<file path="config.mk">
export PLATFORM = sky130hd
export DESIGN_NAME = bru_seq
export DESIGN_NICKNAME = d
export VERILOG_FILES = /design/src/rtl/bru_pkg.sv /design/src/rtl/bru_ras.sv /design/src/rtl/bru_seq.sv
export SDC_FILE = /design/constraint.sdc
export NUM_CORES = 1
export LEC_CHECK = 0
export CAP_MARGIN = 20
export CELL_PAD_IN_SITES_DETAIL_PLACEMENT = 2
export CELL_PAD_IN_SITES_GLOBAL_PLACEMENT = 2
export CORE_ASPECT_RATIO = 0.6
export CORE_MARGIN = 2
export CORE_UTILIZATION = 23
export CTS_BUF_LIST = sky130_fd_sc_hd__clkbuf_4 sky130_fd_sc_hd__clkbuf_8 sky130_fd_sc_hd__clkbuf_16
export CTS_CLUSTER_DIAMETER = 150
export CTS_CLUSTER_SIZE = 20
export DETAILED_ROUTE_END_ITERATION = 10
export PLACE_DENSITY = 0.83
export SYNTH_ARGS = -nofsm -noshare
export SYNTH_HDL_FRONTEND = slang
export SYNTH_HIERARCHICAL = 1
export SYNTH_SLANG_ARGS = --single-unit
</file>
<file path="constraint.sdc">
create_clock -name clk -period 3.8 [get_ports clk]
set_clock_uncertainty 0.2 [all_clocks]
set_input_delay 0.76 -clock clk [delete_from_list [all_inputs] [get_ports clk]]
set_output_delay 0.76 -clock clk [all_outputs]
set_load 0.01 [all_outputs]
</file>
<file path="src/rtl/bru_pkg.sv">
// bru_pkg: shared definitions for the SH-4 branch resolution unit.
//   - bru_state_e : sequencer states (IDLE, RESOLVE, WAIT_DS)
//   - bru_class_e : branch class (COND, UNCOND, REG, RET)
//   - bru_tsel_e  : target source select
//   - bru_dec_t   : decoded branch attributes
//   - OP_* / MASK_* : match constants for the twelve branch encodings
//   - bru_decode() : raw instruction word -> bru_dec_t
package bru_pkg;

  typedef enum logic [1:0] {IDLE, RESOLVE, WAIT_DS} bru_state_e;

  typedef enum logic [1:0] {COND, UNCOND, REG, RET} bru_class_e;

  typedef enum logic [1:0] {TGT_ADD, TGT_OPH, TGT_PR, TGT_SPC} bru_tsel_e;

  typedef struct packed {
    logic       known;
    bru_class_e cls;
    logic       delayed;
    logic       link;
    logic       t_sense;
    bru_tsel_e  tsel;
  } bru_dec_t;

  // Field masks: 8-bit displacement, 12-bit displacement, Rn field, exact word.
  localparam logic [15:0] MASK_DISP8  = 16'hFF00;
  localparam logic [15:0] MASK_DISP12 = 16'hF000;
  localparam logic [15:0] MASK_RN     = 16'hF0FF;
  localparam logic [15:0] MASK_FULL   = 16'hFFFF;

  localparam logic [15:0] OP_BT   = 16'h8900;
  localparam logic [15:0] OP_BF   = 16'h8B00;
  localparam logic [15:0] OP_BTS  = 16'h8D00;
  localparam logic [15:0] OP_BFS  = 16'h8F00;
  localparam logic [15:0] OP_BRA  = 16'hA000;
  localparam logic [15:0] OP_BSR  = 16'hB000;
  localparam logic [15:0] OP_BRAF = 16'h0023;
  localparam logic [15:0] OP_BSRF = 16'h0003;
  localparam logic [15:0] OP_JMP  = 16'h402B;
  localparam logic [15:0] OP_JSR  = 16'h400B;
  localparam logic [15:0] OP_RTS  = 16'h000B;
  localparam logic [15:0] OP_RTE  = 16'h002B;

  function automatic bru_dec_t bru_decode(input logic [15:0] raw);
    bru_dec_t d;
    d = '0;
    if ((raw & MASK_DISP8) == OP_BT) begin
      d.known = 1'b1; d.cls = COND; d.t_sense = 1'b1; d.tsel = TGT_ADD;
    end else if ((raw & MASK_DISP8) == OP_BF) begin
      d.known = 1'b1; d.cls = COND; d.t_sense = 1'b0; d.tsel = TGT_ADD;
    end else if ((raw & MASK_DISP8) == OP_BTS) begin
      d.known = 1'b1; d.cls = COND; d.t_sense = 1'b1; d.delayed = 1'b1; d.tsel = TGT_ADD;
    end else if ((raw & MASK_DISP8) == OP_BFS) begin
      d.known = 1'b1; d.cls = COND; d.t_sense = 1'b0; d.delayed = 1'b1; d.tsel = TGT_ADD;
    end else if ((raw & MASK_DISP12) == OP_BRA) begin
      d.known = 1'b1; d.cls = UNCOND; d.delayed = 1'b1; d.tsel = TGT_ADD;
    end else if ((raw & MASK_DISP12) == OP_BSR) begin
      d.known = 1'b1; d.cls = UNCOND; d.delayed = 1'b1; d.link = 1'b1; d.tsel = TGT_ADD;
    end else if ((raw & MASK_RN) == OP_BRAF) begin
      d.known = 1'b1; d.cls = REG; d.delayed = 1'b1; d.tsel = TGT_ADD;
    end else if ((raw & MASK_RN) == OP_BSRF) begin
      d.known = 1'b1; d.cls = REG; d.delayed = 1'b1; d.link = 1'b1; d.tsel = TGT_ADD;
    end else if ((raw & MASK_RN) == OP_JMP) begin
      d.known = 1'b1; d.cls = REG; d.delayed = 1'b1; d.tsel = TGT_OPH;
    end else if ((raw & MASK_RN) == OP_JSR) begin
      d.known = 1'b1; d.cls = REG; d.delayed = 1'b1; d.link = 1'b1; d.tsel = TGT_OPH;
    end else if ((raw & MASK_FULL) == OP_RTS) begin
      d.known = 1'b1; d.cls = RET; d.delayed = 1'b1; d.tsel = TGT_PR;
    end else if ((raw & MASK_FULL) == OP_RTE) begin
      d.known = 1'b1; d.cls = RET; d.delayed = 1'b1; d.tsel = TGT_SPC;
    end
    return d;
  endfunction

endpackage

</file>
<file path="src/rtl/bru_ras.sv">
// bru_ras: circular return-address stack used for RTS target prediction.
// Only built when BRU_RAS_EN is defined.
// Ports:
//   clk, rst          clock, synchronous active-high reset (clears pointer/occupancy)
//   push, push_data   push a return address; a full stack overwrites its oldest entry
//   pop               pop the top entry; ignored when empty
//   top_data          current top-of-stack value (meaningless when empty)
//   empty             no valid entries
`ifdef BRU_RAS_EN
module bru_ras #(
  parameter int AW    = 32,
  parameter int DEPTH = 4
) (
  input  logic          clk,
  input  logic          rst,
  input  logic          push,
  input  logic          pop,
  input  logic [AW-1:0] push_data,
  output logic [AW-1:0] top_data,
  output logic          empty
);

  localparam int PW = $clog2(DEPTH);
  localparam int CW = PW + 1;

  logic [AW-1:0] mem [DEPTH];
  logic [PW-1:0] ptr;
  logic [CW-1:0] count;
  logic          full;

  // ptr names the next free slot, so the top lives one below it.
  assign full     = (count == CW'(DEPTH));
  assign empty    = (count == '0);
  assign top_data = mem[ptr - PW'(1)];

  always_ff @(posedge clk) begin
    if (push) begin
      mem[ptr] <= push_data;
    end
  end

  // Occupancy saturates at DEPTH; the pointer keeps wrapping so the oldest entry is lost.
  always_ff @(posedge clk) begin
    if (rst) begin
      ptr   <= '0;
      count <= '0;
    end else if (push) begin
      ptr <= ptr + PW'(1);
      if (!full) begin
        count <= count + CW'(1);
      end
    end else if (pop && !empty) begin
      ptr   <= ptr - PW'(1);
      count <= count - CW'(1);
    end
  end

endmodule
`endif

</file>
<file path="src/rtl/bru_seq.sv">
// bru_seq: sequential branch resolution unit for the SH-4 execute stage.
// Decodes the branch, resolves direction and target one cycle after accept,
// waits for the delay-slot instruction to retire before redirecting fetch,
// and flags branches issued into a delay slot.
// Optional feature macro: BRU_RAS_EN (return-address stack for RTS prediction).
// Ports:
//   clk, rst                     clock, synchronous active-high reset
//   in_valid/in_ready            branch handshake (ready only in IDLE)
//   in_pc, in_pr, in_spc, in_t   PC, PR, SPC and T flag
//   in_raw, in_opl, in_oph       instruction word and decode-supplied operands
//   ds_done, ds_issue            delay slot retired / instruction issued into slot
//   out_valid, out_taken         result strobe and direction
//   out_target                   redirect address
//   out_write_pr, out_pr_wdata   PR link write for BSR/BSRF/JSR
//   out_redirect                 fetch redirect pulse
//   out_ds_pending               waiting on the delay slot
//   out_slot_illegal             branch-in-delay-slot pulse
//   out_ras_hit                  RTS target matched the stack prediction
module bru_seq
  import bru_pkg::*;
#(
  parameter int AW        = 32,
  parameter int RAS_DEPTH = 4
) (
  input  logic          clk,
  input  logic          rst,
  input  logic          in_valid,
  output logic          in_ready,
  input  logic [AW-1:0] in_pc,
  input  logic [AW-1:0] in_pr,
  input  logic [AW-1:0] in_spc,
  input  logic          in_t,
  input  logic [15:0]   in_raw,
  input  logic [AW-1:0] in_opl,
  input  logic [AW-1:0] in_oph,
  input  logic          ds_done,
  input  logic          ds_issue,
  output logic          out_valid,
  output logic          out_taken,
  output logic [AW-1:0] out_target,
  output logic          out_write_pr,
  output logic [AW-1:0] out_pr_wdata,
  output logic          out_redirect,
  output logic          out_ds_pending,
  output logic          out_slot_illegal,
  output logic          out_ras_hit
);

  if (RAS_DEPTH < 2 || (RAS_DEPTH & (RAS_DEPTH - 1)) != 0) begin : g_bad_depth
    $error("bru_seq: RAS_DEPTH must be a power of two and at least 2");
  end

  bru_state_e    state, state_next;
  bru_dec_t      dec;
  logic          accept;
  logic          taken_now;
  logic          slot_illegal_now;
  logic [AW-1:0] target_now;
  logic [AW-1:0] link_addr;
  logic          ras_hit;

  logic          taken_q, delayed_q, link_q;
  logic          bad_q, redirect_q, illegal_q;
  logic [AW-1:0] target_q, pr_wdata_q;

  assign dec              = bru_decode(in_raw);
  assign accept           = in_valid & (state == IDLE);
  assign link_addr        = in_pc + AW'(4);
  assign slot_illegal_now = (state == WAIT_DS) & in_valid & ds_issue;

  // Direction and target straight from decode; captured only on accept.
  always_comb begin
    target_now = in_opl + in_oph;
    case (dec.tsel)
      TGT_OPH: target_now = in_oph;
      TGT_PR:  target_now = in_pr;
      TGT_SPC: target_now = in_spc;
      default: target_now = in_opl + in_oph;
    endcase
    taken_now = (dec.cls == COND) ? (in_t == dec.t_sense) : 1'b1;
  end

  always_ff @(posedge clk) begin
    if (rst) begin
      state <= IDLE;
    end else begin
      state <= state_next;
    end
  end

  // A slot-illegal branch in the same cycle as ds_done kills the redirect:
  // the exception takes priority over the branch completing.
  always_ff @(posedge clk) begin
    if (rst) begin
      taken_q    <= 1'b0;
      delayed_q  <= 1'b0;
      link_q     <= 1'b0;
      target_q   <= '0;
      pr_wdata_q <= '0;
      bad_q      <= 1'b0;
      redirect_q <= 1'b0;
      illegal_q  <= 1'b0;
    end else begin
      bad_q      <= accept & ~dec.known;
      redirect_q <= (state == WAIT_DS) & ds_done & taken_q & ~slot_illegal_now;
      illegal_q  <= slot_illegal_now;
      if (accept && dec.known) begin
        taken_q    <= taken_now;
        delayed_q  <= dec.delayed;
        link_q     <= dec.link;
        target_q   <= target_now;
        pr_wdata_q <= link_addr;
      end
    end
  end

`ifdef BRU_RAS_EN
  logic          ras_push, ras_pop, ras_empty, ras_hit_q;
  logic [AW-1:0] ras_top;

  assign ras_push = accept & dec.known & dec.link;
  assign ras_pop  = accept & dec.known & (dec.tsel == TGT_PR);

  bru_ras #(
    .AW   (AW),
    .DEPTH(RAS_DEPTH)
  ) u_ras (
    .clk      (clk),
    .rst      (rst),
    .push     (ras_push),
    .pop      (ras_pop),
    .push_data(link_addr),
    .top_data (ras_top),
    .empty    (ras_empty)
  );

  // The prediction is compared before the pop takes effect; an empty stack never hits.
  always_ff @(posedge clk) begin
    if (rst) begin
      ras_hit_q <= 1'b0;
    end else if (accept) begin
      ras_hit_q <= ras_pop & ~ras_empty & (ras_top == in_pr);
    end
  end

  assign ras_hit = ras_hit_q;
`else
  assign ras_hit = 1'b0;
`endif

  // Unknown opcodes never leave IDLE; their result strobe comes from bad_q.
  // The delayed redirect is registered, so it lands in IDLE after ds_done.
  always_comb begin
    state_next     = state;
    in_ready       = 1'b0;
    out_valid      = bad_q;
    out_taken      = redirect_q & taken_q;
    out_write_pr   = 1'b0;
    out_redirect   = redirect_q;
    out_ds_pending = 1'b0;
    out_ras_hit    = 1'b0;
    case (state)
      IDLE: begin
        in_ready = 1'b1;
        if (in_valid && dec.known) begin
          state_next = RESOLVE;
        end
      end
      RESOLVE: begin
        out_valid    = 1'b1;
        out_taken    = taken_q;
        out_write_pr = link_q;
        out_ras_hit  = ras_hit;
        out_redirect = ~delayed_q & taken_q;
        state_next   = delayed_q ? WAIT_DS : IDLE;
      end
      WAIT_DS: begin
        out_ds_pending = 1'b1;
        out_taken      = taken_q;
        if (ds_done) begin
          state_next = IDLE;
        end
      end
      default: state_next = IDLE;
    endcase
  end

  assign out_target       = target_q;
  assign out_pr_wdata     = pr_wdata_q;
  assign out_slot_illegal = illegal_q;

endmodule

</file>
## Word level (Yosys, flattened, before mapping)

Index checks and enable logic that the tools add are counted.

| word-level totals | value |
|---|---|
| logic and storage cells | 93 |
| bits of input ports | 182 |
| output and inout port bits | 72 |
| register bits | 72 |

| cells by class | value |
|---|---|
| reduce and logical (&&, ||, !) cells | 6 |
| $add $sub $neg | 2 |
| multiplexer cells | 44 |
| equal/unequal tests | 20 |
| bitwise operators | 12 |

Operators by type and width:

| kind | count |
|---|---|
| 32-bit case mux with 3 select lines | 1 |
| 32-bit by 3-bit adder with 32-bit output, second input constant | 1 |
| 32-bit adder | 1 |
| 8-bit equality test, second input constant | 4 |
| 4-bit 2-to-1 mux | 8 |
| 2-bit 2-to-1 mux | 14 |
| 12-bit by 11-bit equality test with 1-bit output, second input constant | 2 |
| 16-bit by 4-bit equality test with 1-bit output, second input constant | 1 |
| 16-bit by 6-bit equality test with 1-bit output, second input constant | 1 |
| 3-bit 2-to-1 mux | 5 |
| 1-bit 2-to-1 mux | 13 |
| 12-bit by 2-bit equality test with 1-bit output, second input constant | 1 |
| 12-bit by 6-bit equality test with 1-bit output, second input constant | 1 |
| 5-bit 2-to-1 mux | 2 |
| 1-bit bitwise AND | 9 |
| 4-bit equality test, second input constant | 2 |
| 2-bit equality test, second input constant | 3 |
| 2-bit case mux with 3 select lines | 1 |
| 2-bit by 1-bit equality test with 1-bit output, second input constant | 2 |
| 2-bit zero test | 2 |
| 1-bit inverter | 3 |
| 1-bit logical AND | 2 |
| 2-bit by 1-bit inequality test with 1-bit output, second input constant | 1 |
| 2-bit inequality test, second input constant | 1 |
| 3 further kinds | 3 |

## Logic depth before layout (Yosys ltp)

Gate-level depths: netlist of the first run.

| depth | value |
|---|---|
| depth in word-level cells | 16 |
| mapped depth | 11 |
| depth with buffers taken out | 11 |

## Least setup slack after synthesis of the first run

Ideal clock, no wire load.

| path | value |
|---|---|
| path type | input-to-reg |
| start point | input in_opl[0] |
| end point | register target_q[28] (netlist: out_target[28]) |
| arrival | 3.056 ns |
| required time | 3.509 ns |
| path slack | 0.453 ns |
| stages | 11 |
| library setup time | 0.091 ns |
| buffers on the path | 0 |
| cell sequence | ha_1 -> inv_1 -> fa_1 -> nor2b_4 -> o2111ai_2 -> a2111o_1 -> a31oi_4 -> nand2_2 -> a311oi_2 -> nand4b_1 -> a311oi_1 |

| on the way | value |
|---|---|
| cells in the longest elaborated chain, start to end | 2 |

RTL lines:

| item | RTL line | text |
|---|---|---|
| start: declaration | bru_seq.sv:34 | `input logic [AW-1:0] in_opl,` |
| 32-bit adder | bru_seq.sv:78 | `default: target_now = in_opl + in_oph;` |
| 32-bit case mux with 3 select lines | bru_seq.sv:74 | `case (dec.tsel)` |
| end signal: assignment | bru_seq.sv:111 | `target_q <= target_now;` |
| end: declaration | bru_seq.sv:64 | `logic [AW-1:0] target_q, pr_wdata_q;` |

No other way between the ends.
A chain may end at the register's enable or synchronous reset.

## Worst setup path in the final report of the first run

| path | value |
|---|---|
| start point | input in_opl[1] |
| end point | register target_q[28] (netlist: out_target[28]) |

Same word-level chain as after synthesis.

==> results by group, run 1 <==
Run status
  – Outcome: finished, final reports clean

STA
  – RSZ-0062 raised after global routing: false
  – Tcrit/Tclk final: 96.2%
  – Slew @ Worst Pin: 0.876 ns
  – Post-route setup slack: 0.145 ns
  – Slew margin rel.: 41.6%
  – Hold Fails Final Rpt: 0
  – Post-route minimum period: 3.66 ns
  – Fin. max-slew vios: 0
  – Max Clk Rate: 274 MHz
  – Final setup violating endpoints: 0

Clock tree
  – H-tree depth: 3
  – Clock sinks: 72
  – Clock Tree Root: clkbuf_16
  – Clock latency on the worst-skew pair: 0.35 ns
  – Worst-path clk slew: 0.06 ns
  – CTS tree: done
  – CTS Hold Buffers Added: 0
  – Num CTS Buffers: 9
  – CTS Buffer Depth: 2

Yosys
  – Netlist Area Pre-Place: 5740 um2
  – Xor and xnor area share after synthesis: 7.17%
  – FFs w/ async S/R, synth: 0%
  – Synth Area per Inst: 7.44 um2
  – Post-synthesis sequential area ratio: 25.1%
  – Count of flip-flops with a built-in enable after synthesis: 0
  – Largest family of logic cells by synthesized area: compound AO/OA/AOI/OAI gates
  – Synth cell types: 80
  – Synth Flop Type: dfxtp_1
  – Synth Area in Simple Gates: 25.6%
  – Compound-Gate Fraction of Synth Area: 27.9%
  – Synth warn: 6
  – Mux cell area share after synthesis: 1.26%
  – Register bit total from synthesis: 72
  – Post-synthesis adder-cell area fraction: 7.98%
  – Net count after synthesis: 989
  – Gate count of the mapped netlist: 771

Setup path
  – Setup crit end kind: flip-flop
  – Crit path DAT: 3.71 ns
  – Startpoint Class: input pin
  – Critical path required time: 3.85 ns
  – CP Class: in -> reg
  – Crit path max fanout: 4

Finish
  – Most common cell after layout, fill and taps aside: clkdlybuf4s50_1
  – Share of cells above drive strength 1: 9.93%
  – Final std cells w/o fill: 1369
  – Final net count: 1262
  – Commonest non-fill, non-tap cells in the layout: 249 x clkdlybuf4s50_1, 117 x nand2_1, 85 x nor2_1
  – Area grow syn2layout: 62.4%
  – N_diodes: 0

Route
  – Routed wire length: 28.7 mm
  – Drc violations: 0
  – DR vias/cell: 5.09
  – Via count: 6972
  – Detailed Routing Iterations Pass 1: 4
  – Wirelength per Cell: 21.0 um
  – Final antenna-violating net count: 0
  – Starting DRT DRC Count: 302

Floorplanning
  – Core area: 24300 um2
  – Die H: 126 um
  – Die ar.: 26300 um2
  – Die boundary width: 208 um
  – # rows: 44
  – I/O pin count: 254
  – Starting Density: 23.6%

Placed design
  – Post-place setup slack: -0.429 ns
  – Routability cong.: 0.835
  – Dpl cells: 1352
  – Post-DP HPWL: 22.9 mm
  – Port bufs: 252

Power and ir drop
  – Combinational Power Share: 31.0%
  – Power Internal: 1.88 mW
  – Sw frac: 29.0%
  – Clk pwr share: 38.8%
  – Maximum VDD drop: 0.188 mV
  – Power per Cell Area: 284 nW/um2
  – Leak: 3.42 nW
  – Switching pwr: 768 uW
  – Seq pwr share: 30.2%

GRT
  – Total Routing Usage GR: 21.8%
  – Vias in the first global route: 7642
  – Global route total overflow: 0
  – Global-route wire length before repair: 44.5 mm
  – Initial antenna violation count: 0
  – Largest net degree at the start of global routing: 39

Flow run
  – Max Cap Violations: 0

Min path
  – Min-delay worst type: reg -> reg
[final timing paths]
check,cells past startpoint,from,slack (ns),end
worst max-delay path,11,in_opl[1],0.14,out_target[28]$_SDFFE_PP0P_
worst min-delay path,2,out_target[0]$_SDFFE_PP0P_,0.26,out_target[0]$_SDFFE_PP0P_
worst max register to register,9,state[0]$_SDFFE_PP0P_,1.65,out_target[29]$_SDFFE_PP0P_
worst min register to register,2,out_target[0]$_SDFFE_PP0P_,0.26,out_target[0]$_SDFFE_PP0P_
[cells in the mapped netlist, types with 3 or more instances]
| library cell | number | area [um2] |
|---|---|---|
| a211oi_1 | 41 | 308 |
| and2_1 | 3 | 18.8 |
| o21ai_0 | 31 | 155 |
| buf_2 | 11 | 55.1 |
| mux2i_1 | 5 | 50.1 |
| nor2b_1 | 3 | 18.8 |
| o21a_1 | 4 | 30.0 |
| nor4_1 | 6 | 37.5 |
| nand2_1 | 117 | 439 |
| nand4_1 | 13 | 81.3 |
| buf_4 | 3 | 22.5 |
| xor2_1 | 30 | 263 |
| xnor2_1 | 17 | 149 |
| ha_1 | 35 | 438 |
| o22ai_1 | 3 | 18.8 |
| clkbuf_1 | 19 | 71.3 |
| a31oi_1 | 4 | 25.0 |
| a21o_1 | 10 | 75.1 |
| nand2b_1 | 7 | 43.8 |
| a21oi_1 | 73 | 365 |
| buf_1 | 3 | 11.3 |
| or2_2 | 4 | 25.0 |
| and3_1 | 4 | 25.0 |
| dfxtp_1 | 72 | 1440 |
| a211o_1 | 4 | 35.0 |
| nand3_1 | 37 | 185 |
| o211ai_1 | 17 | 128 |
| nor3_1 | 11 | 55.1 |
| nor3b_1 | 3 | 22.5 |
| a311oi_1 | 4 | 35.0 |
| inv_1 | 20 | 75.1 |
| o21ai_1 | 4 | 20.0 |
| nor2_1 | 86 | 323 |
| a31o_2 | 3 | 26.3 |
| o31ai_1 | 5 | 37.5 |
[per-layer routing]
layer / vias to the layer above / part of all wire (%) / global-route usage (%)
met1: 3434 / 48 / 29.4
met5: - / 0 / 0
met4: 0 / 1.4 / 4.09
li1: 3342 / - / -
met2: 174 / 45 / 35.6
met3: 22 / 5.3 / 5.45
[sequential cells by signal, summed over array words and instances (netlist names)]
signal	cells
taken_q	1
redirect_q	1
out_target	32
out_slot_illegal	1
link_q	1
delayed_q	1
state	2
out_pr_wdata	32
bad_q	1
[critical path: stages]
cell	delay, ns
clkdlybuf4s50_1	0.52
inv_1	0.07
fa_2	0.38
nor2b_4	0.19
o2111ai_4	0.16
a2111o_1	0.52
a31oi_4	0.34
nand2_2	0.08
a311oi_2	0.25
nand4b_1	0.18
a311oi_2	0.26
[timing repair]
action	in CTS	in global routing
setup endpoints to repair	3	6
endpoints found under the hold margin	0	0
gates resized for setup	0	9
setup buffers	0	3
pin swaps	3	9
[logic make-up (layout without fill, tap and decap cells)]
family,count (synthesis),count (layout)
fa+ha+maj,36,36
buf+inv,60,336
mux,7,7
xor+xnor,47,47
flops,72,72
simple gates,315,315
compound gates,233,233
other cells,1,1
[layout make-up]
| cell class | count | area (um2) |
|---|---|---|
| Clock buffer | 11 | 253 |
| Clock inverter | 3 | 90.1 |
| Fill cell | 2791 | 15000 |
| Inverter | 20 | 75.1 |
| Multi-Input combinational cell | 639 | 4070 |
| Sequential cell | 72 | 1440 |
| Tap cell | 322 | 403 |
| Timing Repair Buffer | 302 | 2990 |
[metrics by stage]
stage | area [um2] | power, mW | TNS, ns | hold WS [ns] | utilization (%)
floorplan | 5740 | 1.19 | 0 | 0.227 | -
global placement | 8910 | 1.59 | -1.27 | 0.241 | 36.6
detailed placement | 8910 | 1.62 | -2.33 | 0.250 | 36.6
CTS | 9260 | 2.67 | 0 | 0.261 | 38.0
global route | 9320 | 2.79 | 0 | 0.275 | 38.3
finish | 9320 | 2.65 | 0 | 0.256 | 38.3
[power by group through the flow]
stage	registers, mW	clock network (mW)	logic [mW]
after floorplan	0.826	0	0.360
after global placement	0.815	0	0.773
after global routing	0.803	1.09	0.893
after detailed placement	0.817	0	0.800
final	0.800	1.03	0.819
after CTS	0.800	1.06	0.811
Power figures use the tool's default switching activity.
==> run 2, diff against run 1 <==
--- a/config.mk
+++ b/config.mk
@@ -9,13 +9,13 @@
 export CELL_PAD_IN_SITES_DETAIL_PLACEMENT = 2
 export CELL_PAD_IN_SITES_GLOBAL_PLACEMENT = 2
 export CORE_ASPECT_RATIO = 0.6
-export CORE_MARGIN = 2
+export CORE_MARGIN = 5
 export CORE_UTILIZATION = 23
 export CTS_BUF_LIST = sky130_fd_sc_hd__clkbuf_4 sky130_fd_sc_hd__clkbuf_8 sky130_fd_sc_hd__clkbuf_16
 export CTS_CLUSTER_DIAMETER = 150
 export CTS_CLUSTER_SIZE = 20
 export DETAILED_ROUTE_END_ITERATION = 10
-export PLACE_DENSITY = 0.83
+export PLACE_DENSITY_LB_ADDON = 0.1
 export SYNTH_ARGS = -nofsm -noshare
 export SYNTH_HDL_FRONTEND = slang
 export SYNTH_HIERARCHICAL = 1
==> run 2 against run 1 <==
First-iteration DRC count down 7.0%. Register-to-register slack better by 0.05 ns. Wire length is 3.5% higher. Critical path depth grew 2. Final area increased by 0.20%. Fmax down 0.38%. Non-clock buffer count is 18 higher. Clock-buffer cell count shrank 1. Clock power decreased by 16%. Combinational power increased by 0.9%.
==> results by group, run 2 (synthesis gave the netlist of run 1 again) <==
GRT
  – Global route total overflow: 0 (unchanged)
  – Initial antenna violation count: 0 (unchanged)
  – Total Routing Usage GR: 20.6% (-1.3 points)
  – Global-route wire length before repair: 45.7 mm (+2.7%)
  – Largest net degree at the start of global routing: 48 (+23%)
  – Vias in the first global route: 7423 (-2.9%)

STA
  – Slew margin rel.: 59.2% (+18 points)
  – Slew @ Worst Pin: 0.611 ns (-0.265 ns)
  – Tcrit/Tclk final: 96.6% (+0.37 points)
  – Min Hold Slack: 0.258 ns (+0.00269 ns)
  – Hold Fails Final Rpt: 0 (unchanged)
  – Fin. max-slew vios: 0 (unchanged)
  – RSZ-0062 raised after global routing: false
  – Max Clk Rate: 273 MHz (-0.38%)
  – Final setup violating endpoints: 0 (unchanged)
  – Setup TNS: 0 ns (unchanged)
  – Post-route minimum period: 3.67 ns (+0.0141 ns)

Run status
  – Outcome: finished, final reports clean

Power and ir drop
  – Post-layout power: 2.49 mW (-6.0%)
  – Leak: 3.45 nW (+0.75%)
  – Clk pwr share: 34.6% (-4.2 points)
  – Switching pwr: 809 uW (+5.3%)
  – Power Internal: 1.68 mW (-11%)
  – Sw frac: 32.5% (+3.5 points)
  – Maximum VDD drop: 0.195 mV (+4.0%)
  – Power per Cell Area: 266 nW/um2 (-6.1%)
  – Combinational Power Share: 33.2% (+2.2 points)
  – Seq pwr share: 32.1% (+1.9 points)

Setup path
  – Crit path buf inv count: 3 (+1)
  – Critical path required time: 3.87 ns (+0.02 ns)
  – R2R Path Start: state[0]$_SDFFE_PP0P_
  – Crit path max fanout: 4 (unchanged)
  – Internal reg-to-reg setup slack: 1.70 ns (+0.05 ns)
  – Setup crit end kind: flip-flop
  – CP Class: in -> reg
  – R2r worst-path depth: 9 (unchanged)
  – CP Depth: 13 (+2)
  – Critical path, cell by cell: clkdlybuf4s50_1 -> ha_1 -> inv_1 -> fa_1 -> nor2b_4 -> o2111ai_2 -> a2111o_1 -> a31oi_4 -> buf_4 -> a21o_2 -> a211oi_1 -> o31a_1 -> nor3_1
  – End of the worst register-to-register path: out_target[29]$_SDFFE_PP0P_
  – Crit path max-delay family: compound AO/OA/AOI/OAI gates
  – Crit path DAT: 3.74 ns (+0.03 ns)
  – Crit path max-delay cell type: clkdlybuf4s50_1
  – CP startpoint: in_oph[0]
  – Startpoint Class: input pin
  – Max incr delay on CP: 0.50 ns (-0.02 ns)
  – Critical path destination: out_target[26]$_SDFFE_PP0P_

Clock tree
  – H-tree depth: 3 (unchanged)
  – Clock Tree Root: clkbuf_16
  – CTS Hold Buffers Added: 0 (unchanged)
  – Worst-path clk slew: 0.07 ns (about the same)
  – CTS tree: done
  – Clock latency on the worst-skew pair: 0.36 ns (about the same)
  – CTS Buffer Depth: 2 (unchanged)
  – Num CTS Buffers: 9 (unchanged)
  – Clock sinks: 72 (unchanged)

Placed design
  – Port bufs: 252 (unchanged)
  – Dpl cell area: 9040 um2 (+1.4%)
  – Routability cong.: 0.834 (about the same)
  – Post-DP HPWL: 24.8 mm (+8.3%)

Floorplanning
  – # rows: 44 (unchanged)
  – Die ar.: 28300 um2 (+7.8%)
  – Core area: 24400 um2 (+0.23%)
  – Die boundary width: 214 um (+2.9%)
  – Starting Density: 23.5% (-0.053 points)
  – I/O pin count: 254 (unchanged)
  – Die H: 132 um (+4.7%)

Finish
  – Most common cell after layout, fill and taps aside: clkdlybuf4s50_1
  – Fill cells: 2835 (+1.6%)
  – Area of the multi-input gates: 4040 um2 (-0.55%)
  – Register area: 1440 um2 (unchanged)
  – Commonest non-fill, non-tap cells in the layout: 251 x clkdlybuf4s50_1, 117 x nand2_1, 85 x nor2_1
  – Final net count: 1280 (+1.4%)
  – Post-layout util: 38.3% (about the same)
  – Share of cells above drive strength 1: 11.2% (+1.3 points)
  – Final instance area: 9340 um2 (+0.20%)
  – Area grow syn2layout: 62.7%
  – N_diodes: 0 (unchanged)

Flow run
  – Max Cap Violations: 0 (unchanged)

Route
  – DR vias/cell: 5.02 (-1.4%)
  – Starting DRT DRC Count: 281 (-7.0%)
  – Detailed Routing Iterations Pass 1: 4 (unchanged)
  – Drc violations: 0 (unchanged)
  – Final antenna-violating net count: 0 (unchanged)
  – Via count: 6975 (+0.043%)
  – Routed wire length: 29.7 mm (+3.5%)
  – Wirelength per Cell: 21.4 um (+2.0%)

Min path
  – Min-delay worst type: reg -> reg
run 2: cell count changes in the layout (fill, tap and decap cells not counted), moves of 2 or more:
cell,before,now
buf_4,42,63
clkinvlp_4,0,4
bufinv_16,3,0
buf_12,7,5
clkdlybuf4s50_1,249,251
dlymetal6s2s_1,2,0
run 2: worst min-delay path by stage:
stage / cells after the start / end / slack [ns] / start
after floorplan: 2 / link_q$_SDFFE_PP0P_ / 0.23 / link_q$_SDFFE_PP0P_
after global routing: 2 / link_q$_SDFFE_PP0P_ / 0.29 / link_q$_SDFFE_PP0P_
after detailed placement: 2 / link_q$_SDFFE_PP0P_ / 0.25 / link_q$_SDFFE_PP0P_
after global placement: 2 / out_target[14]$_SDFFE_PP0P_ / 0.24 / out_target[14]$_SDFFE_PP0P_
after CTS: 2 / out_target[22]$_SDFFE_PP0P_ / 0.26 / out_target[22]$_SDFFE_PP0P_
final: 2 / out_target[22]$_SDFFE_PP0P_ / 0.26 / out_target[22]$_SDFFE_PP0P_
run 2: worst reg2reg max path, stage by stage (launching register included):
cell	delay [ns]
dfxtp_1	0.32
inv_1	0.10
ha_1	0.25
nand2_1	0.18
nor2b_4	0.22
buf_12	0.20
nor2_1	0.06
nor2_1	0.17
nand4_1	0.13
o211ai_1	0.17
run 2: metal layers:
metal / vias up / track usage, % / part of all wire (%)
li1: 3385 / - / -
met4: 0 / 3.36 / 0.85
met1: 3448 / 30.1 / 51
met5: - / 0 / 0
met3: 14 / 5.39 / 5.2
met2: 128 / 30.8 / 43
run 2: metrics by stage:
step | instances | setup WS (ns)
finish | 1389 | 0.131
global route | 1389 | 0.00643
CTS | 1388 | 0.0459
detailed placement | 1372 | -0.333
global placement | 1372 | -0.283
floorplan | 771 | 0.453
run 2: power by group through the flow:
stage	Sequential, mW	Combinational, mW	Clock, mW
5_1_grt	0.803	0.892	0.926
4_1_cts	0.800	0.825	0.900
2_1_floorplan	0.826	0.360	0
3_3_place_gp	0.816	0.806	0
3_5_place_dp	0.817	0.818	0
6_report	0.800	0.826	0.862
run 2: area by class of cell:
cell class | instances | share of cell area, %
Timing Repair Buffer | 320 | 33.1
Clock buffer | 10 | 2.56
Clock inverter | 6 | 0.469
Tap cell | 322 | 4.32
Multi-Input combinational cell | 639 | 43.3
Inverter | 20 | 0.804
Sequential cell | 72 | 15.4
run 2: timing repair:
item,CTS,global route
gates resized for setup,0,1
buffers inserted,0,1
setup endpoints to repair,0,6
==> run 3, diff against run 2 <==
--- a/config.mk
+++ b/config.mk
@@ -5,16 +5,18 @@
 export SDC_FILE = /design/constraint.sdc
 export NUM_CORES = 1
 export LEC_CHECK = 0
+export ABC_AREA = 1
 export CAP_MARGIN = 20
 export CELL_PAD_IN_SITES_DETAIL_PLACEMENT = 2
 export CELL_PAD_IN_SITES_GLOBAL_PLACEMENT = 2
 export CORE_ASPECT_RATIO = 0.6
 export CORE_MARGIN = 5
-export CORE_UTILIZATION = 23
+export CORE_UTILIZATION = 22
 export CTS_BUF_LIST = sky130_fd_sc_hd__clkbuf_4 sky130_fd_sc_hd__clkbuf_8 sky130_fd_sc_hd__clkbuf_16
 export CTS_CLUSTER_DIAMETER = 150
 export CTS_CLUSTER_SIZE = 20
 export DETAILED_ROUTE_END_ITERATION = 10
+export GPL_TIMING_DRIVEN = 0
 export PLACE_DENSITY_LB_ADDON = 0.1
 export SYNTH_ARGS = -nofsm -noshare
 export SYNTH_HDL_FRONTEND = slang
==> run 3 against run 2 <==
Clock power is 19% higher. Total power up 10%. Clock-buffer cell count shrank 1. Non-clock buffer count is 39 lower. First-iteration DRC count rose by 29%. Wire length increased by 33%. Die area increased by 25%. Highest routed layer is now met5.
==> results by group, run 3 <==
Run status
  – Outcome: finished, final reports clean

Finish
  – Fill cells: 3815 (+35%)
  – Share of cells above drive strength 1: 5.27% (-6.0 points)
  – Final net count: 1693 (+32%)
  – Commonest non-fill, non-tap cells in the layout: 391 x nand2_1, 251 x clkdlybuf4s50_1, 160 x nor2_1
  – Area grow syn2layout: 48.7%
  – Final std cells w/o fill: 1898 (+37%)
  – Most common cell after layout, fill and taps aside: nand2_1
  – Area of the multi-input gates: 4690 um2 (+16%)
  – Register area: 1440 um2 (unchanged)

Power and ir drop
  – Leak: 4.79 nW (+39%)
  – Maximum VDD drop: 0.226 mV (+16%)
  – Post-layout power: 2.74 mW (+10%)
  – Power per Cell Area: 265 nW/um2 (-0.50%)

Placed design
  – Post-DP HPWL: 34.4 mm (+39%)
  – Routability cong.: 0.916 (+9.7%)
  – Post-place setup slack: 0.0387 ns (+0.372 ns)
  – Dpl cells: 1880 (+37%)
  – Port bufs: 251 (-0.40%)

Clock tree
  – Clock latency on the worst-skew pair: 0.36 ns (about the same)
  – Post_cts resized: 0 (unchanged)
  – Clock sinks: 72 (unchanged)
  – Worst-path clk slew: 0.06 ns (about the same)
  – Clock Tree Root: clkbuf_16
  – CTS tree: done
  – H-tree depth: 3 (unchanged)
  – CTS Buffer Depth: 2 (unchanged)
  – CTS Hold Buffers Added: 0 (unchanged)
  – Setup Fix Bufs, Post-CTS: 0 (unchanged)
  – Num CTS Buffers: 9 (unchanged)

Route
  – DR vias/cell: 4.67 (-7.1%)
  – Starting DRT DRC Count: 362 (+29%)
  – Routed wl met2: 15.6 mm (+23%)
  – Detailed Routing Iterations Pass 1: 5 (+1)
  – Drc violations: 0 (unchanged)
  – Routed wire length: 39.4 mm (+33%)
  – Via count: 8858 (+27%)
  – Met3 WL: 2.36 mm (+54%)
  – Wirelength per Cell: 20.8 um (-3.0%)
  – Final antenna-violating net count: 0 (unchanged)
  – Met1 Wirelength: 21.1 mm (+39%)
  – Uppermost routed layer: met5

GRT
  – Total Routing Usage GR: 21.7% (+1.2 points)
  – Largest net degree at the start of global routing: 14 (-71%)
  – Vias in the first global route: 9389 (+26%)
  – Initial antenna violation count: 5 (+5)
  – Global-route wire length before repair: 58.1 mm (+27%)
  – Global route total overflow: 0 (unchanged)

Flow run
  – Max Cap Violations: 0 (unchanged)

Yosys
  – Xor and xnor area share after synthesis: 4.66% (-2.5 points)
  – Synth area leaders: nand2_1 21%, dfxtp_1 21%, nor2_1 8.6%
  – Most frequent cell after synthesis: nand2_1
  – Compound-Gate Fraction of Synth Area: 10.6% (-17 points)
  – Synth Area per Inst: 5.73 um2 (-23%)
  – Most frequent cells after synthesis: 391 x nand2_1, 160 x nor2_1, 159 x inv_1
  – FFs w/ async S/R, synth: 0% (unchanged)
  – Synth Flop Type: dfxtp_1
  – Gate count of the mapped netlist: 1213 (+57%)
  – Largest family of logic cells by synthesized area: simple AND/OR/NAND/NOR gates
  – Synth Area in Simple Gates: 45.4% (+20 points)
  – Netlist Area Pre-Place: 6950 um2 (+21%)
  – Yosys top cell area share: 21.1% (-4.0 points)
  – Net count after synthesis: 1431 (+45%)
  – Yosys top cell by area: nand2_1
  – Count of flip-flops with a built-in enable after synthesis: 0 (unchanged)
  – Mux cell area share after synthesis: 0.162% (-1.1 points)
  – Synth warn: 6 (unchanged)
  – Post-synthesis adder-cell area fraction: 6.59% (-1.4 points)
  – Post-synthesis sequential area ratio: 20.7% (-4.4 points)
  – Register bit total from synthesis: 72 (unchanged)
  – Synth cell types: 43 (-46%)

Floorplanning
  – Die ar.: 35400 um2 (+25%)
  – Core area: 31200 um2 (+28%)
  – I/O pin count: 254 (unchanged)
  – Die boundary width: 239 um (+12%)
  – Starting Density: 22.3% (-1.2 points)
  – Die H: 148 um (+12%)
  – # rows: 50 (+14%)

STA
  – Final setup violating endpoints: 0 (unchanged)
  – Setup TNS: 0 ns (unchanged)
  – Fin. max-slew vios: 0 (unchanged)
  – Slew @ Worst Pin: 0.789 ns (+0.178 ns)
  – Post-route setup slack: 0.381 ns (+0.251 ns)
  – Slew margin rel.: 47.4% (-12 points)
  – Max Clk Rate: 293 MHz (+7.3%)
  – RSZ-0062 raised after global routing: false
  – Hold Fails Final Rpt: 0 (unchanged)
  – Min Hold Slack: 0.269 ns (+0.0106 ns)
  – Tcrit/Tclk final: 90.0% (-6.6 points)
  – Post-route minimum period: 3.42 ns (-0.251 ns)

Setup path
  – CP startpoint: in_oph[0]
  – R2r worst-path depth: 9 (unchanged)
  – CP Class: in -> reg
  – Critical path required time: 3.89 ns (+0.02 ns)
  – Crit path max fanout: 4 (unchanged)
  – Crit path DAT: 3.51 ns (-0.23 ns)
  – R2R Path Start: state[0]$_SDFFE_PP0P_
  – Startpoint Class: input pin
  – Setup crit end kind: flip-flop

Min path
  – Worst Min Path Start: out_target[0]$_SDFFE_PP0P_
  – Min-delay worst type: reg -> reg
  – Cell depth of the worst hold path: 2 (unchanged)
==> run 3: cell count changes after synthesis, moves of 10 or more <==
cell      delta
nand2_1    +274
inv_1      +139
nor2_1      +74
nand3_1     +52
a211oi_1    -40
o21ai_1     +18
nand4_1     +16
o211ai_1    -16
nor3_1      +12
clkbuf_1    -11
a21o_1      -10
a21oi_1     -10
==> run 3: worst max-delay path, stage by stage <==
cell and delay (ns):
clkdlybuf4s50_1 0.53, ha_1 0.25, inv_1 0.07, fa_1 0.41, inv_1 0.15, nand3_1 0.09
nand3_1 0.18, nand2_1 0.07, nand2_1 0.17, nand2_1 0.08, nand2_1 0.12, nand2_1 0.20
nand3_1 0.15, nand3_1 0.13, a21oi_1 0.16
==> run 3: worst paths after layout <==
| kind | endpoint | slack (ns) |
|---|---|---|
| worst max-delay path | out_target[30]$_SDFFE_PP0P_ | 0.38 |
| worst min-delay path | out_target[0]$_SDFFE_PP0P_ | 0.27 |
| worst max register to register | out_target[16]$_SDFFE_PP0P_ | 1.85 |
| worst min register to register | out_target[0]$_SDFFE_PP0P_ | 0.27 |
==> run 3: cells by family (layout without fill, tap and decap cells) <==
logic type | count (synthesis) | count (layout)
compound gates | 139 | 139
simple gates | 730 | 730
flops | 72 | 72
buf+inv | 197 | 464
other cells | 1 | 3
mux | 1 | 1
fa+ha+maj | 36 | 36
xor+xnor | 37 | 37
==> run 3: stage by stage <==
| stage | instance area, um2 | utilization [%] |
|---|---|---|
| after global routing | 10300 | 33.2 |
| after detailed placement | 9980 | 32.0 |
| after CTS | 10300 | 33.2 |
| final | 10300 | 33.2 |
| after floorplan | 6950 | - |
| after global placement | 9980 | 32.0 |
==> run 3: power breakdown <==
part / internal, mW / total, mW / switching (mW)
Sequential: 0.785 / 0.802 / 0.0177
Combinational: 0.400 / 0.910 / 0.510
Clock: 0.643 / 1.03 / 0.385
==> run 3: cell type report <==
class | count | share of cell area, %
Sequential cell | 72 | 13.9
Inverter | 167 | 6.10
Timing Repair Buffer | 251 | 24.3
Clock inverter | 7 | 1.16
Clock buffer | 9 | 2.18
Buffer | 30 | 1.86
Multi-Input combinational cell | 944 | 45.4
Antenna cell | 2 | 0.0484
Tap cell | 416 | 5.04
==> run 3: routing by layer <==
metal  vias to the layer above  track usage [%]
li1                       4371                -
met1                      4246             33.4
met2                       207             31.3
met3                        24             5.63
met4                        10             2.22
met5                         -                0
